### src/rtl/jedro_1_core.sv
`default_nettype none
// ============================================================================
//  Module      : jedro_1_core (with helper jedro_1_core_regfile)
//  Description : Minimal in-order RV32I integer core, three stages
//                (fetch / decode-execute / writeback). Supports LUI, AUIPC,
//                OP-IMM, OP, LB/LH/LW/LBU/LHU and SB/SH/SW. Any other
//                encoding is illegal: it raises a sticky flag and freezes
//                the pc and pipeline until reset.
//  Optional    : JEDRO_1_RETIRE_CNT_EN adds retire_cnt_o, a 32-bit count
//                of instructions committed in writeback.
//  Ports       : clk_i, rst_i (sync, active-high)
//                instr_addr_o / instr_rdata_i   : 1-cycle latency ROM
//                data_addr_o / data_we_o / data_wdata_o / data_rdata_i
//                                               : 1-cycle latency byte RAM
//                illegal_instr_o                : sticky illegal flag
//                retire_cnt_o (optional)        : committed count
//  Revision    : 1.0  initial release
// ============================================================================

// Register file: 32 x DATA_WIDTH, two combinational read ports, one write
// port. x0 is cleared by reset and never written, so it always reads 0.
module jedro_1_core_regfile #(
    parameter int DATA_WIDTH = 32
) (
    input  logic                  i_clk,
    input  logic                  i_rst,
    input  logic                  i_we,
    input  logic [4:0]            i_waddr,
    input  logic [DATA_WIDTH-1:0] i_wdata,
    input  logic [4:0]            i_raddr1,
    input  logic [4:0]            i_raddr2,
    output logic [DATA_WIDTH-1:0] o_rdata1,
    output logic [DATA_WIDTH-1:0] o_rdata2
);
    logic [DATA_WIDTH-1:0] regfile [0:31];

    always_ff @(posedge i_clk) begin
        if (i_rst) begin
            for (int i = 0; i < 32; i++) begin
                regfile[i] <= '0;
            end
        end else if (i_we && (i_waddr != 5'd0)) begin
            regfile[i_waddr] <= i_wdata;
        end
    end

    assign o_rdata1 = regfile[i_raddr1];
    assign o_rdata2 = regfile[i_raddr2];
endmodule

module jedro_1_core #(
    parameter int                    DATA_WIDTH = 32,
    parameter int                    ADDR_WIDTH = 32,
    parameter logic [ADDR_WIDTH-1:0] BOOT_ADDR  = 32'h0000_0000
) (
    input  logic                  clk_i,
    input  logic                  rst_i,
    output logic [ADDR_WIDTH-1:0] instr_addr_o,
    input  logic [31:0]           instr_rdata_i,
    output logic [ADDR_WIDTH-1:0] data_addr_o,
    output logic [3:0]            data_we_o,
    output logic [DATA_WIDTH-1:0] data_wdata_o,
    input  logic [DATA_WIDTH-1:0] data_rdata_i,
`ifdef JEDRO_1_RETIRE_CNT_EN
    output logic [31:0]           retire_cnt_o,
`endif
    output logic                  illegal_instr_o
);
    localparam logic [6:0] c_OPC_LUI   = 7'b0110111;
    localparam logic [6:0] c_OPC_AUIPC = 7'b0010111;
    localparam logic [6:0] c_OPC_OPIMM = 7'b0010011;
    localparam logic [6:0] c_OPC_OP    = 7'b0110011;
    localparam logic [6:0] c_OPC_LOAD  = 7'b0000011;
    localparam logic [6:0] c_OPC_STORE = 7'b0100011;
    localparam logic [6:0] c_F7_ZERO   = 7'b0000000;
    localparam logic [6:0] c_F7_ALT    = 7'b0100000;

    // ---------------- fetch / DE pipeline state ----------------
    logic [ADDR_WIDTH-1:0] r_pc;
    logic [ADDR_WIDTH-1:0] r_de_pc;
    logic                  r_de_valid;
    logic                  r_halt;

    // ---------------- writeback stage state ----------------
    logic                  r_wb_valid;
    logic [4:0]            r_wb_rd;
    logic [DATA_WIDTH-1:0] r_wb_result;
    logic                  r_wb_load;
    logic [2:0]            r_wb_funct3;
    logic [1:0]            r_wb_lane;

    // ---------------- decode fields ----------------
    logic [6:0]            w_opcode;
    logic [4:0]            w_rd;
    logic [2:0]            w_funct3;
    logic [4:0]            w_rs1;
    logic [4:0]            w_rs2;
    logic [6:0]            w_funct7;
    logic [DATA_WIDTH-1:0] w_imm_i;
    logic [DATA_WIDTH-1:0] w_imm_s;
    logic [DATA_WIDTH-1:0] w_imm_u;

    logic w_is_lui, w_is_auipc, w_is_opimm, w_is_op, w_is_load, w_is_store;
    logic w_dec_legal;
    logic w_de_go;
    logic w_de_exec;
    logic w_illegal_now;

    logic [DATA_WIDTH-1:0] w_rf_rdata1;
    logic [DATA_WIDTH-1:0] w_rf_rdata2;
    logic [DATA_WIDTH-1:0] w_rs1_val;
    logic [DATA_WIDTH-1:0] w_rs2_val;
    logic [DATA_WIDTH-1:0] w_alu_b;
    logic [4:0]            w_shamt;
    logic                  w_alt;
    logic [DATA_WIDTH-1:0] w_alu_res;
    logic [DATA_WIDTH-1:0] w_result;

    logic [DATA_WIDTH-1:0] w_mem_addr;
    logic [3:0]            w_store_we;
    logic [DATA_WIDTH-1:0] w_store_data;

    logic [7:0]            w_ld_byte;
    logic [15:0]           w_ld_half;
    logic [DATA_WIDTH-1:0] w_ld_val;
    logic [DATA_WIDTH-1:0] w_wb_data;
    logic                  w_wb_we;

    assign w_opcode = instr_rdata_i[6:0];
    assign w_rd     = instr_rdata_i[11:7];
    assign w_funct3 = instr_rdata_i[14:12];
    assign w_rs1    = instr_rdata_i[19:15];
    assign w_rs2    = instr_rdata_i[24:20];
    assign w_funct7 = instr_rdata_i[31:25];

    assign w_imm_i = {{20{instr_rdata_i[31]}}, instr_rdata_i[31:20]};
    assign w_imm_s = {{20{instr_rdata_i[31]}}, instr_rdata_i[31:25], instr_rdata_i[11:7]};
    assign w_imm_u = {instr_rdata_i[31:12], 12'h000};

    assign w_is_lui   = (w_opcode == c_OPC_LUI);
    assign w_is_auipc = (w_opcode == c_OPC_AUIPC);
    assign w_is_opimm = (w_opcode == c_OPC_OPIMM);
    assign w_is_op    = (w_opcode == c_OPC_OP);
    assign w_is_load  = (w_opcode == c_OPC_LOAD);
    assign w_is_store = (w_opcode == c_OPC_STORE);

    always_comb begin
        w_dec_legal = 1'b0;
        case (w_opcode)
            c_OPC_LUI, c_OPC_AUIPC: w_dec_legal = 1'b1;
            c_OPC_OPIMM: begin
                case (w_funct3)
                    3'b001:  w_dec_legal = (w_funct7 == c_F7_ZERO);
                    3'b101:  w_dec_legal = (w_funct7 == c_F7_ZERO) || (w_funct7 == c_F7_ALT);
                    default: w_dec_legal = 1'b1;
                endcase
            end
            c_OPC_OP: begin
                w_dec_legal = (w_funct7 == c_F7_ZERO) ||
                              ((w_funct7 == c_F7_ALT) &&
                               ((w_funct3 == 3'b000) || (w_funct3 == 3'b101)));
            end
            c_OPC_LOAD:  w_dec_legal = (w_funct3 != 3'b011) && (w_funct3 != 3'b110) &&
                                       (w_funct3 != 3'b111);
            c_OPC_STORE: w_dec_legal = (w_funct3 == 3'b000) || (w_funct3 == 3'b001) ||
                                       (w_funct3 == 3'b010);
            default:     w_dec_legal = 1'b0;
        endcase
    end

    // DE is live only while not halted and not in a reset cycle, so nothing
    // in flight can write memory or the regfile while rst_i is high.
    assign w_de_go       = r_de_valid & ~r_halt & ~rst_i;
    assign w_de_exec     = w_de_go & w_dec_legal;
    assign w_illegal_now = w_de_go & ~w_dec_legal;

    jedro_1_core_regfile #(
        .DATA_WIDTH (DATA_WIDTH)
    ) regfile_inst (
        .i_clk    (clk_i),
        .i_rst    (rst_i),
        .i_we     (w_wb_we),
        .i_waddr  (r_wb_rd),
        .i_wdata  (w_wb_data),
        .i_raddr1 (w_rs1),
        .i_raddr2 (w_rs2),
        .o_rdata1 (w_rf_rdata1),
        .o_rdata2 (w_rf_rdata2)
    );

    // The regfile write happens at the end of the W cycle, so the instruction
    // right behind it in DE must take the W value directly.
    assign w_rs1_val = (r_wb_valid && (r_wb_rd != 5'd0) && (r_wb_rd == w_rs1)) ? w_wb_data : w_rf_rdata1;
    assign w_rs2_val = (r_wb_valid && (r_wb_rd != 5'd0) && (r_wb_rd == w_rs2)) ? w_wb_data : w_rf_rdata2;

    // ---------------- ALU ----------------
    assign w_alu_b = w_is_op ? w_rs2_val : w_imm_i;
    assign w_shamt = w_alu_b[4:0];
    // For OP-IMM, bit 30 belongs to the immediate except on right shifts.
    assign w_alt   = w_is_op ? w_funct7[5] : ((w_funct3 == 3'b101) && w_funct7[5]);

    always_comb begin
        w_alu_res = '0;
        case (w_funct3)
            3'b000: w_alu_res = w_alt ? (w_rs1_val - w_alu_b) : (w_rs1_val + w_alu_b);
            3'b001: w_alu_res = w_rs1_val << w_shamt;
            3'b010: w_alu_res = {{(DATA_WIDTH-1){1'b0}}, ($signed(w_rs1_val) < $signed(w_alu_b))};
            3'b011: w_alu_res = {{(DATA_WIDTH-1){1'b0}}, (w_rs1_val < w_alu_b)};
            3'b100: w_alu_res = w_rs1_val ^ w_alu_b;
            3'b101: begin
                if (w_alt) begin
                    w_alu_res = $unsigned($signed(w_rs1_val) >>> w_shamt);
                end else begin
                    w_alu_res = w_rs1_val >> w_shamt;
                end
            end
            3'b110: w_alu_res = w_rs1_val | w_alu_b;
            3'b111: w_alu_res = w_rs1_val & w_alu_b;
            default: w_alu_res = '0;
        endcase
    end

    always_comb begin
        w_result = w_alu_res;
        if (w_is_lui) begin
            w_result = w_imm_u;
        end else if (w_is_auipc) begin
            w_result = DATA_WIDTH'(r_de_pc) + w_imm_u;
        end
    end

    // ---------------- memory access ----------------
    assign w_mem_addr = w_rs1_val + (w_is_store ? w_imm_s : w_imm_i);

    always_comb begin
        w_store_we   = 4'b0000;
        w_store_data = w_rs2_val;
        case (w_funct3[1:0])
            2'b00: begin
                w_store_we   = 4'b0001 << w_mem_addr[1:0];
                w_store_data = {4{w_rs2_val[7:0]}};
            end
            2'b01: begin
                w_store_we   = w_mem_addr[1] ? 4'b1100 : 4'b0011;
                w_store_data = {2{w_rs2_val[15:0]}};
            end
            2'b10: w_store_we = 4'b1111;
            default: w_store_we = 4'b0000;
        endcase
    end

    assign data_addr_o  = (w_de_exec && (w_is_load || w_is_store)) ?
                          ADDR_WIDTH'({w_mem_addr[DATA_WIDTH-1:2], 2'b00}) : '0;
    assign data_we_o    = (w_de_exec && w_is_store) ? w_store_we : 4'b0000;
    assign data_wdata_o = (w_de_exec && w_is_store) ? w_store_data : '0;

    // ---------------- fetch and DE registers ----------------
    always_ff @(posedge clk_i) begin
        if (rst_i) begin
            r_pc       <= BOOT_ADDR;
            r_de_pc    <= BOOT_ADDR;
            r_de_valid <= 1'b0;
            r_halt     <= 1'b0;
        end else if (r_halt || w_illegal_now) begin
            r_halt     <= 1'b1;
        end else begin
            r_pc       <= r_pc + ADDR_WIDTH'(4);
            r_de_pc    <= r_pc;
            r_de_valid <= 1'b1;
        end
    end

    assign instr_addr_o    = r_pc;
    assign illegal_instr_o = ~rst_i & (r_halt | w_illegal_now);

    // ---------------- writeback ----------------
    always_ff @(posedge clk_i) begin
        if (rst_i) begin
            r_wb_valid  <= 1'b0;
            r_wb_rd     <= 5'd0;
            r_wb_result <= '0;
            r_wb_load   <= 1'b0;
            r_wb_funct3 <= 3'b000;
            r_wb_lane   <= 2'b00;
        end else begin
            r_wb_valid  <= w_de_exec;
            // Stores carry imm bits in the rd field; retire them with rd = x0.
            r_wb_rd     <= w_is_store ? 5'd0 : w_rd;
            r_wb_result <= w_result;
            r_wb_load   <= w_is_load;
            r_wb_funct3 <= w_funct3;
            r_wb_lane   <= w_mem_addr[1:0];
        end
    end

    always_comb begin
        w_ld_byte = data_rdata_i[7:0];
        case (r_wb_lane)
            2'b00: w_ld_byte = data_rdata_i[7:0];
            2'b01: w_ld_byte = data_rdata_i[15:8];
            2'b10: w_ld_byte = data_rdata_i[23:16];
            2'b11: w_ld_byte = data_rdata_i[31:24];
            default: w_ld_byte = data_rdata_i[7:0];
        endcase
    end

    assign w_ld_half = r_wb_lane[1] ? data_rdata_i[31:16] : data_rdata_i[15:0];

    always_comb begin
        w_ld_val = data_rdata_i;
        case (r_wb_funct3)
            3'b000:  w_ld_val = {{(DATA_WIDTH-8){w_ld_byte[7]}}, w_ld_byte};
            3'b001:  w_ld_val = {{(DATA_WIDTH-16){w_ld_half[15]}}, w_ld_half};
            3'b100:  w_ld_val = {{(DATA_WIDTH-8){1'b0}}, w_ld_byte};
            3'b101:  w_ld_val = {{(DATA_WIDTH-16){1'b0}}, w_ld_half};
            default: w_ld_val = data_rdata_i;
        endcase
    end

    assign w_wb_data = r_wb_load ? w_ld_val : r_wb_result;
    assign w_wb_we   = r_wb_valid & ~rst_i;

`ifdef JEDRO_1_RETIRE_CNT_EN
    logic [31:0] r_retire_cnt;

    always_ff @(posedge clk_i) begin
        if (rst_i) begin
            r_retire_cnt <= 32'd0;
        end else begin
            r_retire_cnt <= r_retire_cnt + {31'd0, r_wb_valid};
        end
    end

    assign retire_cnt_o = r_retire_cnt;
`endif

endmodule
`default_nettype wire

### config.mk
export PLATFORM = sky130hd
export DESIGN_NAME = jedro_1_core
export DESIGN_NICKNAME = d
export VERILOG_FILES = /design/src/rtl/jedro_1_core.sv
export SDC_FILE = /design/constraint.sdc
export NUM_CORES = 2
export LEC_CHECK = 0
export CAP_MARGIN = 20
export CORE_AREA = 2 2 373 375
export DETAILED_ROUTE_END_ITERATION = 7
export DIE_AREA = 0 0 375 377
export PLACE_DENSITY = 0.69
export RECOVER_POWER = 50
export SLEW_MARGIN = 20
export SYNTH_ARGS = -nofsm -noshare
export SYNTH_HDL_FRONTEND = slang
export SYNTH_SLANG_ARGS = --single-unit
### constraint.sdc
create_clock -name clk_i -period 7.1 [get_ports clk_i]
set_input_delay 0.71 -clock clk_i [delete_from_list [all_inputs] [get_ports clk_i]]
set_output_delay 0.71 -clock clk_i [all_outputs]
set_load 0.02 [all_outputs]
==> impl_metrics.yaml <==
place:
  routabilityCongestion: 1.111
  dp_slack_ns: -0.1010
  dpl_cell_area_um2: 74900
  dpl.cell_count: 7942
  dp_hpwl_um: 205300
  io_buffers: 162
timing:
  hold_viol: 0
  fmax_ghz: 0.1419
  maxSlewViolCount: 1115
  fin_crit_ns: 7.046
  slew_headroom_pct: -153.8
  setup_slack_ns: 0.05419
  skew_ns: 0.06690
  rsz0062_at_grt: "false"
  fin_crit_sh_pct: 99.24
  setup_tns_ns: 0
  setup_viol: 0
  worst_pin_slew_ns: 3.807
die:
  die_x_um: 375
  coreArea_um2: 137000
  rows: 136
  chipHeight_um: 377
  ios: 167
  initial_core_util_pct: 49.91
  die_area_um2: 141400
global_routing:
  grt_antenna_before_repair: 23
  first_global_vias: 56090
  grt-ovfl-total: 0
  grt_max_degree: 92
  grt_pass1_wl_um: 427100
  grtUsageTotal_pct: 43.19
pwr:
  p_leak_nw: 28.49
  peakVddDrop_v: 0.0002332
  powerDensity_nw_per_um2: 229.1
synthesis:
  synth-edff-count: 1024
  ys_top_cells_by_area: "edfxtp_1 (45%), mux4_2 (18%), nor2_1 (7.4%), dfxtp_1 (3.1%), ha_1 (2.7%)"
  synth_flop_cell: "edfxtp_1"
  netlist-cell-type-count: 90
  postSynthCellCount: 5964
  ys_seq_area_share_pct: 48.08
  synth_most_common_cell: "nor2_1"
  syn_area_um2: 68370
  synthTopCellsByCount: "nor2_1 (1,349), edfxtp_1 (1,024), mux4_2 (546)"
  synth_area_per_cell_um2: 11.46
  synth_top_area_share_pct: 44.97
  ys_async_sr_fraction_pct: 0
  ys_ff_latch: 1130
  synth_warnings: 0
  yosysTopAreaCell: "edfxtp_1"
worst_setup_path:
  end_kind: "flop"
  crit_path_start_kind: "input pin"
  r2r-start: "r_wb_lane[0]"
  reg2reg_to: "r_wb_result[31]"
  required_ns: 7.29
  crit_type: "input pin to flop"
  ff2ff_setup_slack_ns: 0.40
  max_stage_delay_ns: 2.40
  crit_buf_inv: 1
  critPathSlowestCell: "clkbuf_1"
  cp_max_fo: 69
  path_common_cell: "nand2_1"
  crit_path_start: "rst_i"
  crit_family: "simple AND/OR/NAND/NOR gates"
  critPathArrivalTime_ns: 7.23
  worstRegToRegCells: 22
  crit_chain: "clkbuf_1 > nor2b_1 > nand2_1 > nor2_1 > nand2_1 > nand2_4"
route:
  drc_errors: 0
  wirelength_um: 309600
  first_iter_violations: 10020
  ant_nets: 0
  dr.pass1.iters: 7
  routedWlPerCell_um: 37.89
  avgViaCountPerCell: 7.152
  vias: 58440
final_layout:
  area_growth_syn_to_layout_pct: 15.06
  final_nets: 6490
  drive_gt1_share_pct: 21.68
  fin_area_um2: 78670
  layoutNonFillerInstCount: 8171
  fillers: 11160
cts:
  cts_sinks: 1130
  ctsHoldBuffers: 0
  insertion_delay_ns: 0.81
  clockBufferDepth: 3
  root_buffer: "clkbuf_16"
  cts_buffers: 118
  clk_pin_slew_ns: 0.06
  cts_tree: "done"
  h-tree-depth: 3
hold_path:
  min_to: "r_de_pc[22]"
  hold_path.startpoint: "r_de_pc[22]"
  hold_path.class: "flop to flop"
  worstHoldPathCells: 2
job:
  drv_cap: 33
outcome:
  violations: "max-capacitance violations, max-slew violations"
  status: "finished with violations"
## kinds of logic (layout without fill, tap and decap cells)
| family | Yosys count | in the layout | synth area share [%] |
|---|---|---|---|
| buffers and inverters | 665 | 1035 | 3.876 |
| AND/OR/NAND/NOR | 2114 | 2114 | 12.94 |
| AO/OA/AOI/OAI | 1092 | 1092 | 10.55 |
| adder cells (fa/ha/maj) | 152 | 152 | 2.826 |
| other | 1 | 44 | 0.005485 |
| multiplexers | 712 | 712 | 20.47 |
| XOR/XNOR | 98 | 98 | 1.255 |
| flip-flops | 1130 | 1130 | 48.08 |
## worst reg2reg max path: stages, from the launching register on
cell and delay [ns]:
dfxtp_1 0.40, nand2b_1 0.27, a21oi_1 0.29, buf_4 0.19, o21ai_0 0.20, a2bb2oi_4 0.28
buf_4 0.29, o221ai_2 0.56, clkinv_1 0.21, ha_1 0.29, or3_1 0.42, o311a_1 0.42
o21ai_0 0.21, o31ai_1 0.10, buf_4 0.15, o41ai_1 0.62, o31ai_1 0.20, and3_1 0.22
a211oi_1 0.25, xor2_1 0.11, buf_4 0.17, a211oi_1 0.41, a211oi_1 0.15
## flip-flops by register name, indices dropped and copies added (netlist names)
register / cells
r_halt: 1
r_de_valid: 1
r_de_pc: 30
r_wb_funct3: 3
r_wb_rd: 5
instr_addr_o: 30
r_wb_valid: 1
r_wb_result: 32
r_wb_lane: 2
r_wb_load: 1
regfile_inst.regfile: 1024
## per-layer routing
metal  share of wire (%)  vias to the layer above  track usage (%)  wire, um
met2                  43                     5335            63.68    132400
li1                    -                    23120                -         -
met1                  32                    28600            50.96     99630
met3                  15                     1367            15.98     45880
met5                0.14                        -            1.372       424
met4                  10                       26            34.14     31250
## timing repair
item	4_1_cts	5_1_grt
gates resized for setup	6	17
setup endpoints to repair	4	9
pin swaps	0	1
gates cloned	0	3
buffers inserted	0	0
## area by class of cell
class                   count  area [um2]  share of cell area, %
well taps                1794        2245                  2.853
multi-input cells        4204       33500                  42.58
flip-flops and latches   1130       32870                  41.79
clock inverters            70       633.1                 0.8048
diodes                      8       20.02                0.02545
repair buffers            694        5823                  7.402
clock buffers             147        3114                  3.959
inverters                 124       465.4                 0.5916
## worst max path at each step
stage	endpoint	slack, ns	cells after the start
3_3_place_gp	r_wb_result[31]	-0.06	26
3_5_place_dp	r_wb_result[31]	-0.10	26
6_report	regfile_inst.regfile[2][31]	0.05	6
5_1_grt	data_addr_o[30]	0.01	21
4_1_cts	data_addr_o[31]	0.002	25
2_1_floorplan	r_wb_result[30]	-0.003	28
## power breakdown
group | internal, mW | switching (mW)
Combinational | 1.51 | 2.73
Sequential | 7.48 | 0.142
Clock | 3.37 | 2.79
Total | 12.4 | 5.66
## cells in the final DEF, fill, tap and decap left out, types with 29 or more instances in the layout
master	synthesis	routed
dlygate4sd3_1	0	30
buf_4	13	476
xnor2_1	53	53
clkinv_1	4	30
dfxtp_1	106	104
nor4_1	32	31
nand2_1	359	333
a211oi_1	81	80
ha_1	148	148
mux2i_1	137	135
o22ai_1	111	110
conb_1	1	36
a21o_1	30	30
a31oi_1	41	36
nand3_1	79	79
clkbuf_1	406	42
inv_1	115	114
a22oi_1	70	70
mux4_2	546	546
nor2b_1	46	46
xor2_1	45	45
and3_1	33	33
nor2_1	1349	1345
mux2_2	29	29
clkbuf_16	0	123
nor3_1	63	59
and2_1	48	45
o211ai_1	31	31
a21oi_1	271	269
o21ai_0	191	187
clkdlybuf4s50_1	0	113
edfxtp_1	1024	1024
## per-stage QoR
stage / util [%] / hold slack (ns) / total power, mW
2_1_floorplan: - / 0.4304 / 9.870
3_3_place_gp: 54.68 / 0.4806 / 11.75
3_5_place_dp: 54.68 / 0.4897 / 11.76
4_1_cts: 57.43 / 0.4032 / 17.77
5_1_grt: 57.42 / 0.5282 / 18.35
6_report: 57.43 / 0.5063 / 18.03
No activity file was read; power rests on OpenSTA's default activity.
